--- src/rtl/regbank_arbiter.sv ---
// Shares one register-bank port between a buffered, non-stallable SPI path (S)
// and a req/ack local host (H), with round-robin arbitration on ties.
module regbank_arbiter #(
   parameter int DATA_W     = 32,
   parameter int ADDR_W     = 6,
   parameter int FIFO_DEPTH = 4
) (
   input  logic              clk,
   input  logic              rst,
   input  logic              s_req,
   input  logic              s_we,
   input  logic [ADDR_W-1:0] s_addr,
   input  logic [DATA_W-1:0] s_wdata,
   output logic [DATA_W-1:0] s_rdata,
   output logic              s_rvalid,
   output logic              s_ovf,
   input  logic              s_ovf_clr,
   input  logic              h_req,
   input  logic              h_we,
   input  logic [ADDR_W-1:0] h_addr,
   input  logic [DATA_W-1:0] h_wdata,
   output logic              h_ack,
   output logic [DATA_W-1:0] h_rdata,
   output logic [ADDR_W-1:0] rb_addr,
   output logic              rb_we,
   output logic [DATA_W-1:0] rb_wdata,
   input  logic [DATA_W-1:0] rb_rdata
);
   localparam int PTR_W = $clog2(FIFO_DEPTH);
   localparam logic [PTR_W:0] FIFO_FULL = (PTR_W+1)'(FIFO_DEPTH);

   typedef enum logic [1:0] {IDLE, WR, RD_ADDR, RD_DATA} state_t;
   state_t r_state, w_state_next;

   logic              r_fifo_we    [FIFO_DEPTH];
   logic [ADDR_W-1:0] r_fifo_addr  [FIFO_DEPTH];
   logic [DATA_W-1:0] r_fifo_wdata [FIFO_DEPTH];
   logic [PTR_W-1:0]  r_wr_ptr, r_rd_ptr;
   logic [PTR_W:0]    r_count;

   logic              r_owner_h, r_last_h;
   logic [ADDR_W-1:0] r_op_addr;
   logic [DATA_W-1:0] r_op_wdata;
   logic              r_h_ack, r_s_rvalid, r_s_ovf;
   logic [DATA_W-1:0] r_s_rdata, r_h_rdata;

   logic              w_empty, w_full, w_s_pend, w_h_pend;
   logic              w_grant_s, w_grant_h, w_push, w_pop, w_drop;
   logic              w_op_we;
   logic [ADDR_W-1:0] w_op_addr;
   logic [DATA_W-1:0] w_op_wdata;

   assign w_empty  = (r_count == '0);
   assign w_full   = (r_count == FIFO_FULL);
   assign w_s_pend = !w_empty;
   // The ack cycle masks h_req so a finished request is never granted twice.
   assign w_h_pend = h_req && !r_h_ack;

   assign w_grant_s = (r_state == IDLE) && w_s_pend && (!w_h_pend || r_last_h);
   assign w_grant_h = (r_state == IDLE) && w_h_pend && !w_grant_s;

   assign w_pop  = w_grant_s;
   assign w_push = s_req && (!w_full || w_pop);
   assign w_drop = s_req && w_full && !w_pop;

   assign w_op_we    = w_grant_s ? r_fifo_we[r_rd_ptr]    : h_we;
   assign w_op_addr  = w_grant_s ? r_fifo_addr[r_rd_ptr]  : h_addr;
   assign w_op_wdata = w_grant_s ? r_fifo_wdata[r_rd_ptr] : h_wdata;

   always_ff @(posedge clk) begin
      if (w_push) begin
         r_fifo_we[r_wr_ptr]    <= s_we;
         r_fifo_addr[r_wr_ptr]  <= s_addr;
         r_fifo_wdata[r_wr_ptr] <= s_wdata;
      end
   end

   always_ff @(posedge clk or negedge rst) begin
      if (!rst) r_state <= IDLE;
      else      r_state <= w_state_next;
   end

   always_comb begin
      w_state_next = r_state;
      case (r_state)
         IDLE:    if (w_grant_s || w_grant_h) w_state_next = w_op_we ? WR : RD_ADDR;
         WR:      w_state_next = IDLE;
         RD_ADDR: w_state_next = RD_DATA;
         RD_DATA: w_state_next = IDLE;
         default: w_state_next = IDLE;
      endcase
   end

   always_ff @(posedge clk or negedge rst) begin
      if (!rst) begin
         r_wr_ptr   <= '0;
         r_rd_ptr   <= '0;
         r_count    <= '0;
         r_owner_h  <= 1'b0;
         r_last_h   <= 1'b1;
         r_op_addr  <= '0;
         r_op_wdata <= '0;
         r_h_ack    <= 1'b0;
         r_s_rvalid <= 1'b0;
         r_s_ovf    <= 1'b0;
         r_s_rdata  <= '0;
         r_h_rdata  <= '0;
      end else begin
         if (w_push) r_wr_ptr <= r_wr_ptr + PTR_W'(1);
         if (w_pop)  r_rd_ptr <= r_rd_ptr + PTR_W'(1);
         case ({w_push, w_pop})
            2'b10:   r_count <= r_count + (PTR_W+1)'(1);
            2'b01:   r_count <= r_count - (PTR_W+1)'(1);
            default: r_count <= r_count;
         endcase

         if (w_drop)         r_s_ovf <= 1'b1;
         else if (s_ovf_clr) r_s_ovf <= 1'b0;

         if (w_grant_s || w_grant_h) begin
            r_owner_h <= w_grant_h;
            r_last_h  <= w_grant_h;
            r_op_addr <= w_op_addr;
            // Write data only moves on writes so rb_wdata holds between them.
            if (w_op_we) r_op_wdata <= w_op_wdata;
         end

         r_h_ack    <= r_owner_h && ((r_state == WR) || (r_state == RD_DATA));
         r_s_rvalid <= !r_owner_h && (r_state == RD_DATA);
         if (r_state == RD_DATA) begin
            if (r_owner_h) r_h_rdata <= rb_rdata;
            else           r_s_rdata <= rb_rdata;
         end
      end
   end

   assign rb_addr  = r_op_addr;
   assign rb_wdata = r_op_wdata;
   assign rb_we    = (r_state == WR);
   assign h_ack    = r_h_ack;
   assign h_rdata  = r_h_rdata;
   assign s_rvalid = r_s_rvalid;
   assign s_rdata  = r_s_rdata;
   assign s_ovf    = r_s_ovf;
endmodule

--- config.mk ---
export PLATFORM = sky130hd
export DESIGN_NAME = regbank_arbiter
export DESIGN_NICKNAME = d
export VERILOG_FILES = /design/src/rtl/regbank_arbiter.sv
export SDC_FILE = /design/constraint.sdc
export NUM_CORES = 1
export LEC_CHECK = 0
export CAP_MARGIN = 20
export CORE_UTILIZATION = 60
export CTS_CLUSTER_DIAMETER = 40
export CTS_CLUSTER_SIZE = 25
export DETAILED_ROUTE_END_ITERATION = 10
export DONT_BUFFER_PORTS = 1
export PLACE_DENSITY = 0.8
export SETUP_SLACK_MARGIN = 0.05
export SYNTH_ARGS = -nofsm -noshare
export SYNTH_HDL_FRONTEND = slang
export SYNTH_SLANG_ARGS = --single-unit
--- constraint.sdc ---
create_clock -name clk -period 3.1 [get_ports clk]
set_clock_uncertainty 0.1 [all_clocks]
set_input_delay 0.775 -clock clk [delete_from_list [all_inputs] [get_ports clk]]
set_output_delay 0.775 -clock clk [all_outputs]
set_load 0.05 [all_outputs]
==> results.toml <==
[run_status]
status = "complete, but fails checks"
failed_checks = "hold timing"

[die]
start_util = 0.619
core-area_um2 = 17500
die_w_um = 136
row_count = 48
die_h_um = 136
io-pin-count = 221
die_area_um2 = 18600

[worst_setup_path]
regToRegEndpoint = "r_count[2]$_DFFE_PN0P_"
rr_startpoint = "h_ack$_DFF_PN0_"
crit_type = "reg2reg"
worstSetupStartpoint = "h_ack$_DFF_PN0_"
crit_required_ns = 3.40
reg2reg_slack_ns = 0.43
crit_slowest_cell = "dfrtp_1"
worstPathMaxFanout = 7
rr_worst_depth = 6
cpLargestDelayFamily = "simple AND/OR/NAND/NOR gates"
worstPathArrival_ns = 2.98
cpPeakStageDelay_ns = 0.69
start_kind = "flip-flop"
worst-path-buf-inv = 0
end_kind = "flip-flop"
worstPathCellList = "or3b_1 > and3_2 > nand2_1 > fa_1 > and2_1 > a2111o_1"

[global_routing]
track_usage = 0.221
antenna_found_initial = 1
grt_max_degree = 117
grt_pass1_vias = 5639
grt_pass1_wl_mm = 30.5
grt-ovfl-total = 0

[timing]
period_share = 0.862
finalSetupViolCount = 0
slew_violations = 0
timing.final.ws_setup_ns = 0.427
setup_tns_ns = 0
final-hold-violation-count = 115
whs_ns = -0.162
slew_headroom = 0.324
rsz0062_at_grt = "no"
post-route-min-period_ns = 2.67
fmax_ghz = 0.374
worst_pin_slew_ns = 1.01

[placement]
place_hpwl_mm = 13.3
numPortBuffers = 0
gp_congestion = 0.707
place_inst = 822
pre_cts_slack_ns = 0.405

[clocking]
cts_root_buf = "clkbuf_16"
numCtsBuffers = 31
cts_tree = "yes"
clock_path_buffers = 3
cts.clk_slew.worst_paths_ns = 0.06
post_cts_buffers = 0
cts.sinks = 272
htreeDepth = 1
cts_resized = 0
clock_latency_ns = 0.53

[synthesis]
ys_warn_count = 0
ys.flop_type = "edfxtp_1"
netlist_top_cells_count = "edfxtp_1 (156), dfrtp_1 (115), nand2_1 (99)"
synth_area_per_cell_um2 = 17.7
seq_area_frac_synth = 0.701
synth.ff_latch_count = 272
synth_area_leaders = "edfxtp_1 (43%), dfrtp_1 (27%), mux4_2 (8.1%)"
post-synth-top-count-cell = "edfxtp_1"
syn_area_um2 = 10800
synth_edf_count = 156
async_reset_ff_frac = 0.426
synthesis.instances = 610
syn-num-nets = 730
synth_top_area_frac = 0.433
synth_cell_types = 45
yosysTopAreaCell = "edfxtp_1"

[cells_and_area]
fin_nets = 750
fill_cells = 1067
seq_area_um2 = 7590
area_growth_pct = 13.1
post-route-util = 0.700
diodes = 0
multi_input_area_um2 = 3020
drive_gt1_frac = 0.333
instances_no_fill = 879

[drt]
final_antenna_net_count = 0
wl_per_cell_um = 23.4
vias = 5292
drcViolationCount = 0
viasPerCell = 6.02
drt_iter0_drc = 188
drt-total-wl_mm = 20.6
drt-pass1-iter-count = 4

[job]
drv_cap = 0

[hold_path]
holdCritPathClass = "in2async"
==> logic make-up (layout without fill, tap and decap cells) <==
logic type                 Yosys count  in the layout  share of synthesized area
xor gates and xnor gates             4              4                    0.00324
muxes                              143            143                      0.207
adders and majority gates            5              5                    0.00648
and+or+nand+nor                    132            132                     0.0527
AOI/OAI and AO/OA                   16             16                    0.00949
DFF                                272            272                      0.701
buffers and inverters               38             82                     0.0199
==> worst max-delay path by stage <==
stage,cells after the start,end,slack [ns]
floorplan,3,r_fifo_addr[0][0]$_DFFE_PP_,0.40
global placement,6,r_count[2]$_DFFE_PN0P_,0.43
detailed placement,6,r_count[2]$_DFFE_PN0P_,0.41
CTS,6,r_count[2]$_DFFE_PN0P_,0.43
global route,6,r_count[2]$_DFFE_PN0P_,0.31
finish,6,r_count[2]$_DFFE_PN0P_,0.43
==> per-layer routing <==
| metal | vias to the layer above | global-route usage | routed length (um) |
|---|---|---|---|
| met2 | 230 | 0.390 | 10600 |
| met4 | 2 | 0.0568 | 319 |
| met3 | 34 | 0.0697 | 1870 |
| li1 | 2321 | - | - |
| met1 | 2705 | 0.260 | 7800 |
| met5 | - | 0 | 18 |
==> sequential cells by signal, summed over array words and instances, names as in the netlist <==
name / cells
h_ack: 1
h_rdata: 32
r_count: 3
r_fifo_addr: 24
r_fifo_wdata: 128
r_fifo_we: 4
r_last_h: 1
r_owner_h: 1
r_rd_ptr: 2
r_state: 2
r_wr_ptr: 2
rb_addr: 6
rb_wdata: 32
s_ovf: 1
s_rdata: 32
s_rvalid: 1
==> final cells by class <==
type / instances / share of cell area
timing repair buffer: 16 / 0.0139
clock inverter: 26 / 0.0295
sequential: 272 / 0.621
inverter: 9 / 0.00276
tap: 225 / 0.0230
multi-input combinational: 300 / 0.247
clock buffer: 31 / 0.0634
==> stage by stage <==
step,instance area (um2),hold slack [ns]
after floorplan,10800,0.379
after global placement,11100,0.382
after detailed placement,11100,0.382
after CTS,12200,-0.187
after global routing,12200,-0.193
final,12200,-0.162
==> cells in the final DEF, fill, tap and decap left out, types with 2 or more instances in the layout <==
master      Yosys  final
clkbuf_16       0     31
inv_1           9      9
edfxtp_1      156    156
mux2_4         52     52
dfrtp_2         0      2
nand3_1         3      3
and2_2          0      4
mux2_1          2      2
inv_8           0      3
nor2_1         11     11
clkinv_4        0      4
buf_12          2      4
clkinvlp_4      0      2
and2_1          6      2
mux2i_1         7      7
ha_1            4      4
buf_4           4     12
xnor2_1         4      4
bufinv_16       0      5
nand2_1        99     99
mux2_2         43     43
a21oi_1         8      8
inv_6           0      6
clkinv_8        0      4
mux4_2         39     39
dfrtp_1       115    113
Power is left out: the tool's default activity adds up to more than one toggle a clock period on the data nets, which glitch-free logic cannot reach.
==> RTL edit 1: new RTL, same flow settings <==
Set the parameter `DATA_W` to 36 (it was 32).
--- a/src/rtl/regbank_arbiter.sv
+++ b/src/rtl/regbank_arbiter.sv
@@ -2,5 +2,5 @@
 // and a req/ack local host (H), with round-robin arbitration on ties.
 module regbank_arbiter #(
-   parameter int DATA_W     = 32,
+   parameter int DATA_W     = 36,
    parameter int ADDR_W     = 6,
    parameter int FIFO_DEPTH = 4
Interface: changed (6 resized); port bits go from 221 to 245. The function was not compared with the original's and may differ.
==> RTL edit 1 against the original RTL <==
Synthesized cell count rose by 9.7%. Largest cell class unchanged. Setup slack improved by 0.18 ns. Design area up 8.0%. Highest routed layer unchanged. Count of clock-buffer cells in the layout rose by 7. Global-route usage increased by 0.64 points. Critical endpoint is now rb_wdata[14]$_DFFE_PN0P_. Synthesized area is 9.3% higher. Via count rose by 9.2%. Sequential cell count up 28. The flow still finishes with violations (hold timing). Die area increased by 9.2%. Routed wire length up 9.9%.
Power is left out: the tool's default activity adds up to more than one toggle a clock period on the data nets, which glitch-free logic cannot reach.
==> RTL edit 1: results (changes against the original RTL) <==
Global routing
  – Met1 Use GR: 27.71% (was 26.01%)
  – GRT met3 Usage: 7.537% (was 6.972%)
  – Met2 track demand over resource: 38.98% (was 38.97%)
  – Via count of the first global-routing pass: 6361 (was 5639)
  – Wire length of the first global-routing pass: 34.61 mm (was 30.51 mm)
  – Global-route usage over all layers: 22.70% (was 22.07%)

Critical path
  – Worst r2r path cells: 5 (was 6)
  – Worst reg2reg setup slack: 0.60 ns (was 0.43 ns)
  – Endpoint of the worst register-to-register path: rb_wdata[14]$_DFFE_PN0P_ (was r_count[2]$_DFFE_PN0P_)

Placement
  – Instance area after placement: 12140 um2 (was 11100 um2)
  – Count of placed standard cells including taps: 909 (was 822)
  – DP HPWL: 14.52 mm (was 13.26 mm)
  – Placer's final routability congestion estimate: 0.7836 (was 0.7066)

Timing
  – Endpoints failing hold: 127 (was 115)
  – Hold Slack: -0.1666 ns (was -0.1625 ns)
  – Portion of the clock cycle consumed by the worst path in the final layout: 80.54% (was 86.23%)

Yosys
  – EDFF count, synth: 172 (was 156)
  – Count of distinct cell types in the synthesized netlist: 43 (was 45)
  – Number of instances in the synthesized netlist: 669 (was 610)
  – Fraction of the yosys area taken by sequential cells: 70.76% (was 70.15%)
  – Top post-synthesis cells by area: sky130_fd_sc_hd__edfxtp_1 (44%), sky130_fd_sc_hd__dfrtp_1 (27%), sky130_fd_sc_hd__mux4_2 (8.2%), sky130_fd_sc_hd__mux2_2 (6.8%), sky130_fd_sc_hd__mux2_4 (4.6%) (was sky130_fd_sc_hd__edfxtp_1 (43%), sky130_fd_sc_hd__dfrtp_1 (27%), sky130_fd_sc_hd__mux4_2 (8.1%), sky130_fd_sc_hd__mux2_4 (7.2%), sky130_fd_sc_hd__mux2_2 (4.5%))

Routing
  – Initial drt markers: 294 (was 188)
  – Routed Wire Length: 22.62 mm (was 20.58 mm)
  – Number of vias per cell: 5.983 (was 6.020)
  – Detail Route met2 WL: 11.23 mm (was 10.57 mm)

Status
  – Outcome: finished, violations left (unchanged)
  – Violations in the final reports: hold timing (unchanged)

Layout
  – Net total in the final layout: 814 (was 750)
## RTL edit 1: cell families after synthesis
kind of cell	count (synthesis)	synth area share (%)
AOI/OAI and AO/OA	16	0.8675
adders and majority gates	5	0.5924
and+or+nand+nor	144	5.258
muxes	159	20.30
xor gates and xnor gates	4	0.2962
DFF	300	70.76
buffers and inverters	41	1.925
## RTL edit 1: layout make-up
type / instances / area [um2]
sequential: 300 / 8374
fill: 1179 / 5809
multi-input combinational: 328 / 3242
clock buffer: 38 / 865.8
tap: 260 / 325.3
clock inverter: 19 / 202.7
timing repair buffer: 12 / 165.2
inverter: 9 / 33.78
## RTL edit 1: critical path: cells and delay by family, from the launching register on
family | cells | cell delay [ns]
buffers and inverters | 1 | 0.40
flip-flops | 1 | 0.70
multiplexers | 2 | 0.66
AND/OR/NAND/NOR | 2 | 0.50
==> RTL edit 2: new RTL, same settings <==
Without the edit above. The 4 states of `state_t` get a one-hot encoding in 4 bits.
--- a/src/rtl/regbank_arbiter.sv
+++ b/src/rtl/regbank_arbiter.sv
@@ -30,5 +30,5 @@
    localparam logic [PTR_W:0] FIFO_FULL = (PTR_W+1)'(FIFO_DEPTH);
 
-   typedef enum logic [1:0] {IDLE, WR, RD_ADDR, RD_DATA} state_t;
+   typedef enum logic [3:0] {IDLE = 4'b0001, WR = 4'b0010, RD_ADDR = 4'b0100, RD_DATA = 4'b1000} state_t;
    state_t r_state, w_state_next;
 
Behaviour: same outputs for any inputs over 4 cycles, from zero or initial values and one cycle with rst low; so few cycles prove little.
==> RTL edit 2 against the original RTL <==
The run still ends with hold timing left. Count of clock-buffer cells in the layout up 1. Synthesized area down 1.2%. Routed wire length down 4.6%. Fmax down 3.2%. Sequential share of layout area up 1.1 points. Setup slack worse by 0.089 ns. Design area down 1.1%. Critical endpoint is now rb_wdata[11]$_DFFE_PN0P_. Hold slack worse by 0.017 ns. Sequential cell count up 2. Utilization down 0.32 points.
==> RTL edit 2: results (changes against the original RTL) <==
Status
  – Outcome: finished, violations left (unchanged)
  – Violations in the final reports: hold timing (unchanged)

Global routing
  – Via count of the first global-routing pass: 5471 (was 5639)
  – Wire length of the first global-routing pass: 29.87 mm (was 30.51 mm)
  – Global-route usage over all layers: 21.86% (was 22.07%)

Timing
  – Hold Slack: -0.1792 ns (was -0.1625 ns)
  – Endpoints failing hold: 116 (was 115)
  – Slew at the pin closest to its max-slew limit: 0.7203 ns (was 1.013 ns)

Placement
  – DP HPWL: 13.17 mm (was 13.26 mm)
  – Count of placed standard cells including taps: 769 (was 822)
  – Worst Setup Slack post-DPL: 0.3416 ns (was 0.4051 ns)

Critical path
  – CP arrival: 3.07 ns (was 2.98 ns)
  – Critical path peak fanout: 27 (was 7)
  – Cell with the largest stage delay on the worst path: sky130_fd_sc_hd__dfstp_2 (was sky130_fd_sc_hd__dfrtp_1)
  – Critical path destination: rb_wdata[11]$_DFFE_PN0P_ (was r_count[2]$_DFFE_PN0P_)
  – Worst r2r path cells: 5 (was 6)
  – Biggest cell delay along the critical path: 0.57 ns (was 0.69 ns)

Yosys
  – Xor-xnor portion of the synthesized cell area: 0.4096% (was 0.3238%)
  – Top cells by count, synth: sky130_fd_sc_hd__edfxtp_1 (156), sky130_fd_sc_hd__dfrtp_1 (116), sky130_fd_sc_hd__mux2_2 (100), sky130_fd_sc_hd__mux4_2 (39), sky130_fd_sc_hd__mux2_1 (30) (was sky130_fd_sc_hd__edfxtp_1 (156), sky130_fd_sc_hd__dfrtp_1 (115), sky130_fd_sc_hd__nand2_1 (99), sky130_fd_sc_hd__mux2_4 (52), sky130_fd_sc_hd__mux2_2 (43))
  – Fraction of the yosys area taken by sequential cells: 71.47% (was 70.15%)
  – Count of distinct cell types in the synthesized netlist: 46 (was 45)
  – Net Count, Synth: 674 (was 730)
  – Synth Area per Inst: 19.30 um2 (was 17.73 um2)
  – Compound-gate portion of the synthesized area: 1.170% (was 0.9484%)

Routing
  – Number of vias per cell: 6.061 (was 6.020)
  – Initial drt markers: 275 (was 188)
  – Routed WL per cell: 23.76 um (was 23.41 um)

Layout
  – Final non-filler cell total: 826 (was 879)

CTS
  – Skew-Pair Late Insertion Delay: 0.55 ns (was 0.53 ns)
RTL edit 2: layer usage:
layer  vias up  track usage, %  part of all wire (%)
met5         -               0                 0.092
met1      2532           25.88                    37
met2       243           37.86                    50
met4         2           6.866                   1.9
li1       2201               -                     -
met3        28           7.146                    11
RTL edit 2: layout make-up:
class,count,area (um2)
clock buffers,32,758.2
clock inverters,24,260.3
fillers,1081,5264
inverters,6,22.52
multi-input cells,247,2910
flip-flops and latches,274,7642
well taps,225,281.5
repair buffers,18,217.7
RTL edit 2: power groups by stage:
stage          Clock [mW]  Sequential, mW  Combinational [mW]
5_1_grt              3.74            8.35                3.52
3_5_place_dp            0            8.31                3.24
3_3_place_gp            0            8.24                3.08
2_1_floorplan           0            8.01                2.60
6_report             3.51            8.22                3.23
4_1_cts              3.58            8.24                3.26
